`config.mk`:
```
export PLATFORM = sky130hd
export DESIGN_NAME = rand_lfsr_stream
export DESIGN_NICKNAME = d
export VERILOG_FILES = /design/src/rtl/rand_lfsr_stream.sv
export SDC_FILE = /design/constraint.sdc
export NUM_CORES = 1
export LEC_CHECK = 0
export BUFFER_PORTS_ARGS = -buffer_cell sky130_fd_sc_hd__buf_2
export CELL_PAD_IN_SITES_DETAIL_PLACEMENT = 1
export CELL_PAD_IN_SITES_GLOBAL_PLACEMENT = 2
export CORE_ASPECT_RATIO = 0.8
export CORE_MARGIN = 4
export CORE_UTILIZATION = 33
export DETAILED_ROUTE_END_ITERATION = 10
export HOLD_SLACK_MARGIN = 0.03
export PLACE_DENSITY = 0.78
export SLEW_MARGIN = 20
export SYNTH_ARGS = -nofsm -noshare
export SYNTH_HDL_FRONTEND = slang
export SYNTH_SLANG_ARGS = --single-unit
```
`constraint.sdc`:
```
create_clock -name clk -period 2 [get_ports clk]
set_input_delay 0.1 -clock clk [delete_from_list [all_inputs] [get_ports clk]]
set_output_delay 0.1 -clock clk [all_outputs]
set_load 0.1 [all_outputs]
```
`src/rtl/rand_lfsr_stream.sv`:
```
// Parametrised Fibonacci LFSR word generator with valid/ready delivery and free-run/burst modes.
// Optional full-period wrap detector enabled by defining RAND_WRAP_DET_EN.
module rand_lfsr_stream #(
  parameter int unsigned       LFSR_W   = 16,
  parameter int unsigned       OUT_W    = 8,
  parameter logic [LFSR_W-1:0] TAPS     = 16'hB400,
  parameter logic [LFSR_W-1:0] SEED_RST = 16'h00FF,
  parameter int unsigned       CNT_W    = 8
) (
  input  logic              clk,
  input  logic              rst,
  input  logic [LFSR_W-1:0] seed_i,
  input  logic              set_seed_i,
  input  logic              start_i,
  input  logic              mode_i,
  input  logic [CNT_W-1:0]  burst_len_i,
  input  logic              stop_i,
  output logic [OUT_W-1:0]  rand_o,
  output logic              valid_o,
  input  logic              ready_i,
  output logic              busy_o,
  output logic              done_o
`ifdef RAND_WRAP_DET_EN
  ,
  output logic              wrap_o
`endif
);

  typedef enum logic [1:0] {
    S_IDLE  = 2'd0,
    S_FREE  = 2'd1,
    S_BURST = 2'd2,
    S_DONE  = 2'd3
  } fsm_e;

  fsm_e              fsm_q;
  logic [CNT_W-1:0]  cnt_q;
  logic [LFSR_W-1:0] lfsr_q;
  logic [LFSR_W-1:0] lfsr_d;
  logic [LFSR_W-1:0] adv;
  logic [LFSR_W-1:0] seed_ld;
  logic              accept;

  // OUT_W single shift steps unrolled into one word advance
  function automatic logic [LFSR_W-1:0] word_adv(input logic [LFSR_W-1:0] s);
    logic [LFSR_W-1:0] t;
    t = s;
    for (int i = 0; i < int'(OUT_W); i++) begin
      t = {t[LFSR_W-2:0], ^(t & TAPS)};
    end
    return t;
  endfunction

  assign accept  = valid_o && ready_i;
  assign adv     = word_adv(lfsr_q);
  assign seed_ld = (seed_i == '0) ? SEED_RST : seed_i;
  assign rand_o  = lfsr_q[OUT_W-1:0];

  // Seed load beats lockup recovery, which beats the normal advance
  always_comb begin
    lfsr_d = lfsr_q;
    if (set_seed_i) begin
      lfsr_d = seed_ld;
    end else if (lfsr_q == '0) begin
      lfsr_d = SEED_RST;
    end else if (accept) begin
      lfsr_d = adv;
    end
  end

  always_ff @(posedge clk or posedge rst) begin
    if (rst) begin
      lfsr_q <= SEED_RST;
    end else begin
      lfsr_q <= lfsr_d;
    end
  end

  // Mode control with registered stream/status outputs
  always_ff @(posedge clk or posedge rst) begin
    if (rst) begin
      fsm_q   <= S_IDLE;
      cnt_q   <= '0;
      valid_o <= 1'b0;
      busy_o  <= 1'b0;
      done_o  <= 1'b0;
    end else begin
      done_o <= 1'b0;
      case (fsm_q)
        S_IDLE: begin
          if (start_i) begin
            busy_o <= 1'b1;
            if (!mode_i) begin
              fsm_q   <= S_FREE;
              valid_o <= 1'b1;
            end else begin
              cnt_q <= burst_len_i;
              if (burst_len_i != '0) begin
                fsm_q   <= S_BURST;
                valid_o <= 1'b1;
              end else begin
                fsm_q  <= S_DONE;
                done_o <= 1'b1;
              end
            end
          end
        end
        S_FREE: begin
          if (stop_i) begin
            fsm_q   <= S_IDLE;
            valid_o <= 1'b0;
            busy_o  <= 1'b0;
          end
        end
        S_BURST: begin
          // An abort wins over a completing accept, so no done pulse
          if (stop_i) begin
            fsm_q   <= S_IDLE;
            valid_o <= 1'b0;
            busy_o  <= 1'b0;
          end else if (accept) begin
            cnt_q <= cnt_q - CNT_W'(1);
            if (cnt_q == CNT_W'(1)) begin
              fsm_q   <= S_DONE;
              valid_o <= 1'b0;
              done_o  <= 1'b1;
            end
          end
        end
        S_DONE: begin
          fsm_q  <= S_IDLE;
          busy_o <= 1'b0;
        end
        default: begin
          fsm_q   <= S_IDLE;
          valid_o <= 1'b0;
          busy_o  <= 1'b0;
        end
      endcase
    end
  end

`ifdef RAND_WRAP_DET_EN
  logic [LFSR_W-1:0] seed_q;

  // A wrap is an advance landing back on the last loaded seed; a same-cycle reload suppresses it
  always_ff @(posedge clk or posedge rst) begin
    if (rst) begin
      seed_q <= SEED_RST;
      wrap_o <= 1'b0;
    end else begin
      wrap_o <= accept && !set_seed_i && (adv == seed_q);
      if (set_seed_i) begin
        seed_q <= seed_ld;
      end else if (lfsr_q == '0) begin
        seed_q <= SEED_RST;
      end
    end
  end
`endif

endmodule

```
== Word-level counts from Yosys, hierarchy flattened ==
Index checks and enable logic that the tools add are counted.

* Bits in read-only memories: 0
* Memory bits (writable): 0
* Memories kept: 0
* Register bits: 29
* Bits in latches: 0
* Word-level logic and storage cells: 75
* Input bits: 31
* Output and inout bits: 11

* Magnitude comparators: 0
* Equality and inequality tests: 13
* Bitwise logic cells: 0
* Shift operators: 0
* Add/subtract/negate cells: 1
* Reduce and logical (&&, ||, !) cells: 21
* Muxes and demuxes: 34
* Divide/modulo/power cells: 0
* Multiply operators: 0

{| class="wikitable"
|+ Operators by type and width
! kind !! number
|-
| $reduce_xor 16->1 || 8
|-
| $mux 16 || 4
|-
| $logic_not 16->1 || 2
|-
| $mux 8 || 4
|-
| $pmux 8 s2 || 1
|-
| $mux 1 || 15
|-
| $mux 2 || 6
|-
| $ne 2x2->1 const B || 5
|-
| $ne 3x3->1 const B || 3
|-
| $eq 8x1->1 const B || 1
|-
| $pmux 2 s4 || 1
|-
| $reduce_bool 8->1 || 1
|-
| $sub 8x1->8 const B || 1
|-
| $pmux 1 s3 || 2
|-
| $reduce_and 6->1 || 1
|-
| $reduce_bool 3->1 || 2
|-
| $reduce_and 5->1 || 1
|-
| $eq 2x2->1 const B || 2
|-
| $reduce_and 4->1 || 1
|-
| $eq 2x1->1 const B || 1
|-
| $logic_not 2->1 || 1
|-
| $ne 2x1->1 const B || 1
|-
| $pmux 1 s2 || 1
|-
| $reduce_and 2->1 || 1
|-
| 3 further kinds || 3
|}

== Depth between registers and ports, before layout ==
Gate-level depths: netlist (run 1).

* Depth after elaboration: 5
* Mapped depth: 7
* Depth with buffers taken out: 6

== Least setup slack after synthesis (run 1) ==
OpenSTA, ideal clock, no wires.

* Path type: reg2reg
* Start point: reg valid_o
* End point: reg valid_o
* Cell stages (with the launch flop): 6
* Path buffers: 1
* Required time: 1.874 ns
* Path slack: -0.252 ns
* Data arrival time: 2.126 ns
* Cell sequence: dfrtp_1 > and2_1 > buf_2 > a41oi_1 > nor4b_1 > mux2_2

* Longest elaborated chain between the ends: 3

{| class="wikitable"
|+ RTL lines
! item !! RTL line !! RTL
|-
| start, declared || 19 || <nowiki>output logic valid_o,</nowiki>
|-
| start signal, assigned || 84 || <nowiki>valid_o <= 1'b0;</nowiki>
|-
| start signal, assigned || 95 || <nowiki>valid_o <= 1'b1;</nowiki>
|-
| start signal, assigned || 100 || <nowiki>valid_o <= 1'b1;</nowiki>
|-
| $logic_and 1x1->1 || 54 || <nowiki>assign accept = valid_o && ready_i;</nowiki>
|-
| $ne 3x3->1 (no source line) || -- ||
|-
| $reduce_and 6->1 (no source line) || -- ||
|}

Every way passes these cells.
A chain may end at the register's enable or synchronous reset.

== Worst setup path in the final report (run 1) ==
* Start point: reg lfsr_q[6]
* End point: reg lfsr_q[10]

* Longest elaborated chain between the ends: 3
* Elaborated cells on any way between the ends: 4
* Those cells by class: mux: 2; reduce/logical: 2

{| class="wikitable"
|+ RTL lines
! item !! RTL line !! RTL
|-
| start, declared || 38 || <nowiki>logic [LFSR_W-1:0] lfsr_q;</nowiki>
|-
| start signal, assigned || 75 || <nowiki>lfsr_q <= lfsr_d;</nowiki>
|-
| $logic_not 16->1 * || 64 || <nowiki>end else if (lfsr_q == '0) begin</nowiki>
|-
| $mux 16 || 64 ||
|-
| $mux 16 || 62 || <nowiki>if (set_seed_i) begin</nowiki>
|}

Mark *: on every way between the ends. The rest lies on a longest branch, timed or not.

==> impl_metrics.py, run 1 <==
metrics = {
    "synth": {
        "ys_warn_count": 0,
        "synth_seq_area_share_pct": 36.3,
        "synth_area_per_cell_um2": 8.98,
        "synth_top_area_share_pct": 25.9,
        "async_flop_share_pct": 100,
        "synth_area_leaders": "dfrtp_1, dfstp_2, ha_1",
        "synth-main-ff-cell": "dfrtp_1",
        "synthesis.area_um2": 2030,
        "syn-num-nets": 268,
        "yosys.area.top_type": "dfrtp_1",
        "syn_inst": 226,
        "yosysUniqueCellTypes": 42,
        "synth_enable_flop_cells": 0,
        "ys_ff_latch": 29,
    },
    "floorplan": {
        "core_area_um2": 5940,
        "rows": 25,
        "start_util_pct": 34.1,
        "die_h_um": 78.1,
        "io_pins": 42,
        "fp.dieArea_um2": 7480,
        "dieWidth_um": 95.7,
    },
    "clock_network": {
        "numClockSinks": 29,
        "clockRootBuffer": "clkbuf_8",
        "cts-buffers-inserted": 5,
        "cts.clk_slew.worst_paths_ns": 0.07,
        "tritoncts": "built",
        "clk_latency_ns": 0.29,
        "clockBufferDepth": 2,
        "h-tree-depth": 2,
    },
    "timing": {
        "finalSetupViolCount": 0,
        "timing.fmax_ghz": 0.544,
        "worstMarginPinSlew_ns": 0.500,
        "holdWs_ns": 0.0629,
        "fin_crit_sh_pct": 92.0,
        "finalSetupTns_ns": 0,
        "slew_viol_final": 0,
        "slew_headroom_pct": 66.9,
        "finalHoldViolCount": 0,
        "finalClockSkew_ns": 0.0101,
        "timing.final.crit_period_ns": 1.84,
        "rsz0062_at_grt": "no",
    },
    "grt": {
        "grt_max_degree": 17,
        "antenna_found_initial": 0,
        "grt_pass1_vias": 1827,
        "grt-ovfl-total": 0,
        "grt_pass1_wl_um": 9530,
        "globalRouteTotalUtil_pct": 16.5,
    },
    "min_path": {
        "hp-start": "seed_i[9]",
        "hold_class": "input pin to flop",
        "hold_path_end": "lfsr_q[9]",
        "hold_depth": 3,
    },
    "worst_setup_path": {
        "crit_arrival_ns": 2.05,
        "reg2regPathDepth": 6,
        "worstReg2RegStart": "lfsr_q[6]",
        "crit_chain": "inv_1, ha_1, nor4b_2, a31o_2, o21ai_0, o21a_1",
        "r2r_slack_ns": 0.16,
        "end_kind": "flop",
        "cpPeakStageDelay_ns": 0.59,
        "crit_type": "flop to flop",
        "worstPathRequired_ns": 2.21,
        "critPathSlowestCell": "dfstp_2",
        "crit_path_max_fanout": 9,
        "crit_path_start_kind": "flop",
        "timing.rr.end": "lfsr_q[10]",
    },
    "final_layout": {
        "final_cell_mix": "buf_2, nand2_1, dfrtp_1",
        "syn2layout_area_growth_pct": 22.7,
        "final_layout_size_suffix_gt1_share_pct": 30.8,
        "layout_commonest_cell": "buf_2",
        "finalNonFillerCells": 357,
        "diodes": 0,
        "fill_cells": 728,
        "final_design_area_no_fill_um2": 2490,
        "fin_nets": 317,
    },
    "power_and_ir_drop": {
        "combPwrFrac_pct": 55.6,
        "leakagePower_uw": 0.00110,
        "seq_power_share_pct": 30.4,
        "p_sw_share_pct": 48.6,
        "p_switching_uw": 1750,
        "internal-power_uw": 1850,
        "power_frac_clock_pct": 14.1,
        "powerDensity_nw_per_um2": 1440,
        "max-vdd-ir-drop_mv": 0.556,
    },
    "placed_design": {
        "dp_cells": 348,
        "place_congestion": 0.814,
        "placed_cell_area_um2": 2360,
        "port_buffers": 41,
        "hpwl_um": 4690,
    },
    "drt": {
        "routed_wl_um": 5820,
        "via_per_inst": 4.98,
        "drt_pre_antenna_iters": 6,
        "top_layer": "met4",
        "vias": 1779,
        "wl_met2_um": 2280,
        "m1WireLength_um": 3230,
        "drt_drc_violations_left": 0,
        "wl_per_cell_um": 16.3,
        "ant_nets": 0,
        "met3_wirelength_um": 277,
        "drtIter0Drc": 92,
    },
    "job": {
        "max_cap_violations": 0,
    },
    "run_status": {
        "status": "complete, no violations",
    },
}
[power by group through the flow]
stage	Combinational, uW	Sequential (uW)	Clock, uW
6_report	2000	1090	506
5_1_grt	2200	1130	554
4_1_cts	1990	1090	526
3_5_place_dp	1980	1090	0
3_3_place_gp	1960	1080	0
2_1_floorplan	1470	1180	0
[cell type report]
cell class / instances / area [um2] / area share (%)
timing repair buffer: 55 / 325 / 13.1
inverter: 19 / 71.3 / 2.86
tap: 81 / 101 / 4.07
multi-input combinational: 165 / 1160 / 46.8
sequential: 29 / 737 / 29.6
clock buffer: 8 / 90.1 / 3.62
[routing by layer]
metal | track usage [%] | vias up
li1 | - | 890
met1 | 26.0 | 847
met2 | 22.2 | 37
met3 | 4.21 | 5
met4 | 3.41 | 0
met5 | 0 | -
[Yosys cell counts, types with 2 or more instances]
library cell / instances
a21oi_1: 15
a22o_2: 2
a2bb2oi_1: 5
a31oi_1: 4
and2_1: 2
buf_4: 9
clkbuf_1: 3
dfrtp_1: 21
dfstp_2: 8
ha_1: 11
inv_1: 19
mux2_2: 3
nand2_1: 21
nand2b_1: 5
nand4_1: 2
nor2_1: 19
nor4_1: 2
nor4b_1: 3
o21a_1: 3
o21ai_0: 20
o22a_1: 8
o22ai_1: 3
or4_1: 3
or4_4: 2
xnor2_1: 15
xor2_1: 2
[worst max-delay path, delay by kind of cell (launching register included)]
kind                     cells  cell delay, ns
buffers and inverters        1            0.07
AO/OA/AOI/OAI                3            0.74
flip-flops                   1            0.59
AND/OR/NAND/NOR              1            0.17
adder cells (fa/ha/maj)      1            0.19
[registers in the layout (all words and copies together), names as in the netlist]
name	flops
busy_o	1
cnt_q	8
done_o	1
fsm_q	2
lfsr_q	16
valid_o	1
[logic make-up (layout without fill, tap and decap cells)]
kind of cell / after synthesis / after routing / share of synthesized area, %
muxes: 4 / 4 / 2.16
AOI/OAI and AO/OA: 67 / 67 / 22.5
xor gates and xnor gates: 17 / 17 / 7.34
adders and majority gates: 11 / 11 / 6.78
and+or+nand+nor: 66 / 66 / 17.3
buffers and inverters: 32 / 82 / 7.64
DFF: 29 / 29 / 36.3
[worst max path at each step]
| stage | endpoint | start | slack (ns) |
|---|---|---|---|
| detailed placement | lfsr_q[4] | lfsr_q[6] | 0.04 |
| finish | lfsr_q[10] | lfsr_q[6] | 0.16 |
| global route | valid_o | fsm_q[0] | 0.01 |
| global placement | lfsr_q[4] | lfsr_q[6] | 0.08 |
| CTS | lfsr_q[4] | lfsr_q[6] | 0.05 |
| floorplan | valid_o | valid_o | 0.04 |
[stage by stage]
stage | utilization [%] | setup WS, ns | total power (uW)
final | 41.9 | 0.160 | 3600
after floorplan | - | 0.0382 | 2640
after detailed placement | 39.8 | 0.0444 | 3080
after global routing | 41.9 | 0.0102 | 3880
after CTS | 41.5 | 0.0462 | 3600
after global placement | 39.8 | 0.0842 | 3040
[timing repair]
action	4_1_cts	5_1_grt
hold endpoints to repair	8	0
buffers inserted	0	0
hold buffers	1	0
resized for setup	0	6
endpoints found under the setup margin	0	17
Power figures use the tool's default switching activity.
==> inputs of run 2 (changes only) <==
--- a/config.mk
+++ b/config.mk
@@ -13,6 +13,7 @@
 export CORE_UTILIZATION = 33
 export DETAILED_ROUTE_END_ITERATION = 10
 export HOLD_SLACK_MARGIN = 0.03
+export MAX_ROUTING_LAYER = met4
 export PLACE_DENSITY = 0.78
 export SLEW_MARGIN = 20
 export SYNTH_ARGS = -nofsm -noshare
==> impl_metrics.py, run 2 (synthesis gave the netlist of run 1 again) <==
metrics = {
    "final_layout": {
        "final_design_area_no_fill_um2": 2490,
        "final_cell_mix": "buf_2, nand2_1, dfrtp_1",
        "diodes": 0,
        "fin_nets": 317,
        "seq_area_um2": 737,
        "fill_cells": 728,
        "final_layout_size_suffix_gt1_share_pct": 30.8,
        "multi_input_area_um2": 1160,
        "layout_commonest_cell": "buf_2",
        "syn2layout_area_growth_pct": 22.7,
        "largest_register_ffs": 16,
        "reg.largest.list": "lfsr_q x16, cnt_q x8, fsm_q x2",
        "regMostFlops": "lfsr_q",
    },
    "timing": {
        "slew_viol_final": 0,
        "finalClockSkew_ns": 0.00988,
        "finalHoldViolCount": 0,
        "rsz0062_at_grt": "no",
        "finalSetupTns_ns": 0,
        "slew_headroom_pct": 66.9,
        "fin_crit_sh_pct": 92.0,
        "worstMarginPinSlew_ns": 0.500,
        "finalSetupViolCount": 0,
        "timing.fmax_ghz": 0.544,
        "timing.final.crit_period_ns": 1.84,
    },
    "clock_network": {
        "postCtsSetupBuffers": 0,
        "clockBufferDepth": 2,
        "clockRootBuffer": "clkbuf_8",
        "h-tree-depth": 2,
        "numClockSinks": 29,
        "cts.clk_slew.worst_paths_ns": 0.07,
        "clk_latency_ns": 0.28,
        "cts-buffers-inserted": 5,
        "tritoncts": "built",
    },
    "job": {
        "max_cap_violations": 0,
    },
    "drt": {
        "drtIter0Drc": 101,
        "drt_pre_antenna_iters": 6,
        "wl_per_cell_um": 16.3,
        "routed_wl_um": 5810,
        "via_per_inst": 5.02,
        "drt_drc_violations_left": 0,
        "vias": 1792,
        "ant_nets": 0,
    },
    "power_and_ir_drop": {
        "powerDensity_nw_per_um2": 1440,
        "max-vdd-ir-drop_mv": 0.556,
        "leakagePower_uw": 0.00110,
    },
    "worst_setup_path": {
        "crit_arrival_ns": 2.05,
        "crit_path_max_fanout": 9,
        "crit_path_start_kind": "flop",
        "worstPathRequired_ns": 2.21,
        "crit_type": "flop to flop",
        "reg2regPathDepth": 6,
        "end_kind": "flop",
        "worstReg2RegStart": "lfsr_q[6]",
        "timing.rr.end": "lfsr_q[10]",
        "r2r_slack_ns": 0.16,
    },
    "run_status": {
        "status": "complete, no violations",
    },
    "min_path": {
        "hold_path_end": "lfsr_q[9]",
        "hp-start": "seed_i[9]",
        "hold_depth": 3,
        "hold_class": "input pin to flop",
    },
    "floorplan": {
        "dieWidth_um": 95.7,
        "rows": 25,
        "io_pins": 42,
        "core_area_um2": 5940,
        "die_h_um": 78.1,
        "start_util_pct": 34.1,
        "fp.dieArea_um2": 7480,
    },
    "grt": {
        "grt_max_degree": 17,
        "grt_pass1_wl_um": 9540,
        "globalRouteTotalUtil_pct": 17.0,
        "antenna_found_initial": 0,
        "grt_pass1_vias": 1827,
        "grt-ovfl-total": 0,
    },
    "placed_design": {
        "placed_cell_area_um2": 2360,
        "place_congestion": 0.826,
        "port_buffers": 41,
        "hpwl_um": 4690,
    },
}
## run 2: cell counts in the layout (fill, tap and decap cells not counted)
Identical to the previous run, type by type.
## run 2: cell type report
type,instances,share of cell area (%)
multi-input combinational,165,46.8
sequential,29,29.6
timing repair buffer,55,13.1
tap,81,4.07
clock buffer,8,3.62
inverter,19,2.86
## run 2: worst max path at each step
| stage | from | depth (start not counted) | slack, ns | endpoint |
|---|---|---|---|---|
| CTS | lfsr_q[6] | 6 | 0.05 | lfsr_q[4] |
| floorplan | valid_o | 5 | 0.04 | valid_o |
| global placement | lfsr_q[6] | 6 | 0.08 | lfsr_q[4] |
| detailed placement | lfsr_q[6] | 6 | 0.04 | lfsr_q[4] |
| global route | fsm_q[0] | 6 | 0.01 | valid_o |
| finish | lfsr_q[6] | 6 | 0.16 | lfsr_q[10] |
## run 2: where the power goes
group          total (uW)  internal [uW]  switching, uW  leakage [uW]
Combinational        2000            737           1260      0.000726
Sequential           1090            833            260      0.000329
Clock                 504            280            224     0.0000455
Total                3600           1850           1750       0.00110
## run 2: critical path, cell delays in order, from the launching register on
cell,delay (ns)
dfstp_2,0.59
inv_1,0.07
ha_1,0.19
nor4b_2,0.17
a31o_2,0.31
o21ai_0,0.26
o21a_1,0.17
## run 2: repair_timing
action                                  CTS  global route
endpoints found under the setup margin    0            17
resized for setup                         0             6
hold buffers                              1             0
hold endpoints to repair                  8             0
## run 2: layer usage
layer  routed length (um)  vias up  global-route usage (%)
met5                    0        -                       -
met4                   36        0                    3.41
met3                  307        6                    4.41
met2                 2290       40                    22.3
met1                 3170      856                    26.0
li1                     -      890                       -
## run 2: per-stage QoR
step	instances	total power [uW]	setup slack, ns	util, %	hold slack (ns)
6_report	357	3600	0.161	41.9	0.0644
2_1_floorplan	226	2640	0.0382	-	0.172
3_3_place_gp	348	3040	0.0842	39.8	0.149
5_1_grt	357	3880	0.0102	41.9	0.0695
4_1_cts	357	3600	0.0462	41.5	0.0615
3_5_place_dp	348	3080	0.0444	39.8	0.147
==> inputs of run 3 (changes only) <==
--- a/config.mk
+++ b/config.mk
@@ -10,11 +10,12 @@
 export CELL_PAD_IN_SITES_GLOBAL_PLACEMENT = 2
 export CORE_ASPECT_RATIO = 0.8
 export CORE_MARGIN = 4
-export CORE_UTILIZATION = 33
+export CORE_UTILIZATION = 34
+export CTS_BUF_LIST = sky130_fd_sc_hd__clkbuf_8
 export DETAILED_ROUTE_END_ITERATION = 10
 export HOLD_SLACK_MARGIN = 0.03
 export MAX_ROUTING_LAYER = met4
-export PLACE_DENSITY = 0.78
+export PLACE_DENSITY = 0.8
 export SLEW_MARGIN = 20
 export SYNTH_ARGS = -nofsm -noshare
 export SYNTH_HDL_FRONTEND = slang
==> impl_metrics.py, run 3 (synthesis gave the netlist of run 1 again) <==
metrics = {
    "worst_setup_path": {
        "crit_type": "flop to flop",
        "end_kind": "flop",
        "worstPathRequired_ns": 2.18,
        "crit_path_start_kind": "flop",
        "crit_path_max_fanout": 9,
        "crit_arrival_ns": 2.04,
        "cpPeakStageDelay_ns": 0.48,
        "crit_chain": "inv_1, ha_1, nor4b_1, a31o_2, o21ai_0, o21a_1",
        "critPathSlowestCell": "nor4b_1",
    },
    "drt": {
        "drtIter0Drc": 52,
        "routed_wl_um": 5820,
        "ant_nets": 0,
        "wl_per_cell_um": 16.5,
        "vias": 1790,
        "drt_pre_antenna_iters": 4,
        "via_per_inst": 5.09,
        "drt_drc_violations_left": 0,
    },
    "timing": {
        "worstMarginPinSlew_ns": 0.576,
        "slew_headroom_pct": 61.0,
        "rsz0062_at_grt": "no",
        "worst_slack_ns": 0.131,
        "finalSetupViolCount": 0,
        "finalHoldViolCount": 0,
        "fin_crit_sh_pct": 93.4,
        "timing.fmax_ghz": 0.535,
        "timing.final.crit_period_ns": 1.87,
        "slew_viol_final": 0,
        "finalClockSkew_ns": 0.00708,
    },
    "clock_network": {
        "cts-buffers-inserted": 5,
        "clockRootBuffer": "clkbuf_8",
        "numClockSinks": 29,
        "clk_latency_ns": 0.28,
        "clockBufferDepth": 2,
        "cts.clk_slew.worst_paths_ns": 0.07,
        "tritoncts": "built",
        "h-tree-depth": 2,
        "postCtsSetupBuffers": 0,
    },
    "final_layout": {
        "final_design_area_no_fill_um2": 2450,
        "reg.largest.list": "lfsr_q x16, cnt_q x8, fsm_q x2",
        "layout_commonest_cell": "buf_2",
        "syn2layout_area_growth_pct": 20.8,
        "fin_nets": 315,
        "final_cell_mix": "buf_2, nand2_1, inv_1, o21ai_0, dfrtp_1",
        "fin_util_pct": 43.6,
        "largest_register_ffs": 16,
        "finalNonFillerCells": 352,
        "regMostFlops": "lfsr_q",
        "final_layout_size_suffix_gt1_share_pct": 29.9,
        "diodes": 0,
    },
    "placed_design": {
        "hpwl_um": 4590,
        "port_buffers": 41,
        "dp_cells": 343,
        "post-place-ws_ns": -0.0151,
        "placed_cell_area_um2": 2340,
        "place_congestion": 0.796,
    },
    "floorplan": {
        "io_pins": 42,
        "fp.dieArea_um2": 7280,
        "die_h_um": 77.1,
        "rows": 24,
        "start_util_pct": 36.1,
        "dieWidth_um": 94.4,
        "core_area_um2": 5620,
    },
    "power_and_ir_drop": {
        "max-vdd-ir-drop_mv": 0.488,
        "leakagePower_uw": 0.00109,
        "totalPowerFinal_uw": 3550,
        "seq_power_share_pct": 30.7,
        "p_sw_share_pct": 49.5,
        "combPwrFrac_pct": 55.8,
        "internal-power_uw": 1790,
        "power_frac_clock_pct": 13.5,
        "p_switching_uw": 1750,
        "powerDensity_nw_per_um2": 1450,
    },
    "min_path": {
        "hold_class": "input pin to flop",
    },
    "grt": {
        "antenna_found_initial": 0,
        "globalRouteTotalUtil_pct": 17.2,
        "grt-ovfl-total": 0,
        "grt_max_degree": 30,
        "grt_use_met2_pct": 23.4,
        "grt_busiest_layer": "met1",
        "grt_pass1_wl_um": 9480,
        "grtUsageMet1_pct": 25.8,
        "grtUsageMet3_pct": 3.52,
        "grt_pass1_vias": 1828,
    },
    "job": {
        "max_cap_violations": 0,
    },
    "run_status": {
        "status": "complete, no violations",
    },
}
[run 3: cell types whose count changed in the layout (fill, tap and decap cells not counted), sizes merged]
| cell | change |
|---|---|
| clkbuf | -3 |
| buf | -2 |
| clkinv | +2 |
| inv | +1 |
[run 3: final timing paths]
check	from	endpoint	slack (ns)	cells after the start
max in group asynchronous	rst	lfsr_q[1]	1.25	4
min in group asynchronous	rst	lfsr_q[10]	0.43	4
worst max-delay path	lfsr_q[7]	lfsr_q[11]	0.13	6
worst min-delay path	seed_i[12]	lfsr_q[12]	0.06	3
worst min register to register	busy_o	busy_o	0.51	1
worst max register to register	lfsr_q[7]	lfsr_q[11]	0.13	6
[run 3: metrics by stage]
stage / hold slack (ns) / TNS (ns)
floorplan: 0.172 / 0
global placement: 0.204 / 0
detailed placement: 0.208 / -0.0234
CTS: 0.0553 / 0
global route: 0.0726 / 0
finish: 0.0636 / 0
[run 3: critical path: cells and delay by family, from the launching register on]
| kind | cells | cell delay (ns) |
|---|---|---|
| and+or+nand+nor | 1 | 0.48 |
| buffers and inverters | 1 | 0.09 |
| AOI/OAI and AO/OA | 3 | 0.66 |
| adders and majority gates | 1 | 0.14 |
| DFF | 1 | 0.39 |
[run 3: layout make-up]
class,instances,area [um2]
timing repair buffer,53,310
fill,675,3160
inverter,19,71.3
tap,78,97.6
sequential,29,737
clock inverter,3,13.8
multi-input combinational,165,1150
clock buffer,5,68.8
[run 3: power by group through the flow]
stage	Combinational, uW	Clock [uW]	Sequential, uW
after floorplan	1470	0	1180
after global placement	1930	0	1090
after detailed placement	1970	0	1100
after CTS	1980	494	1090
after global routing	2170	525	1130
final	1980	479	1090
[run 3: repair_timing]
action                                  in CTS  in global routing
endpoints found under the setup margin       2                  7
gates resized for setup                      1                  2
hold buffers                                 1                  0
hold endpoints to repair                    21                  0
[run 3: layer usage]
| metal | wire (um) | vias to the layer above |
|---|---|---|
| met3 | 242 | 5 |
| met1 | 3210 | 863 |
| li1 | - | 892 |
| met2 | 2300 | 30 |
| met5 | 0 | - |
| met4 | 59 | 0 |
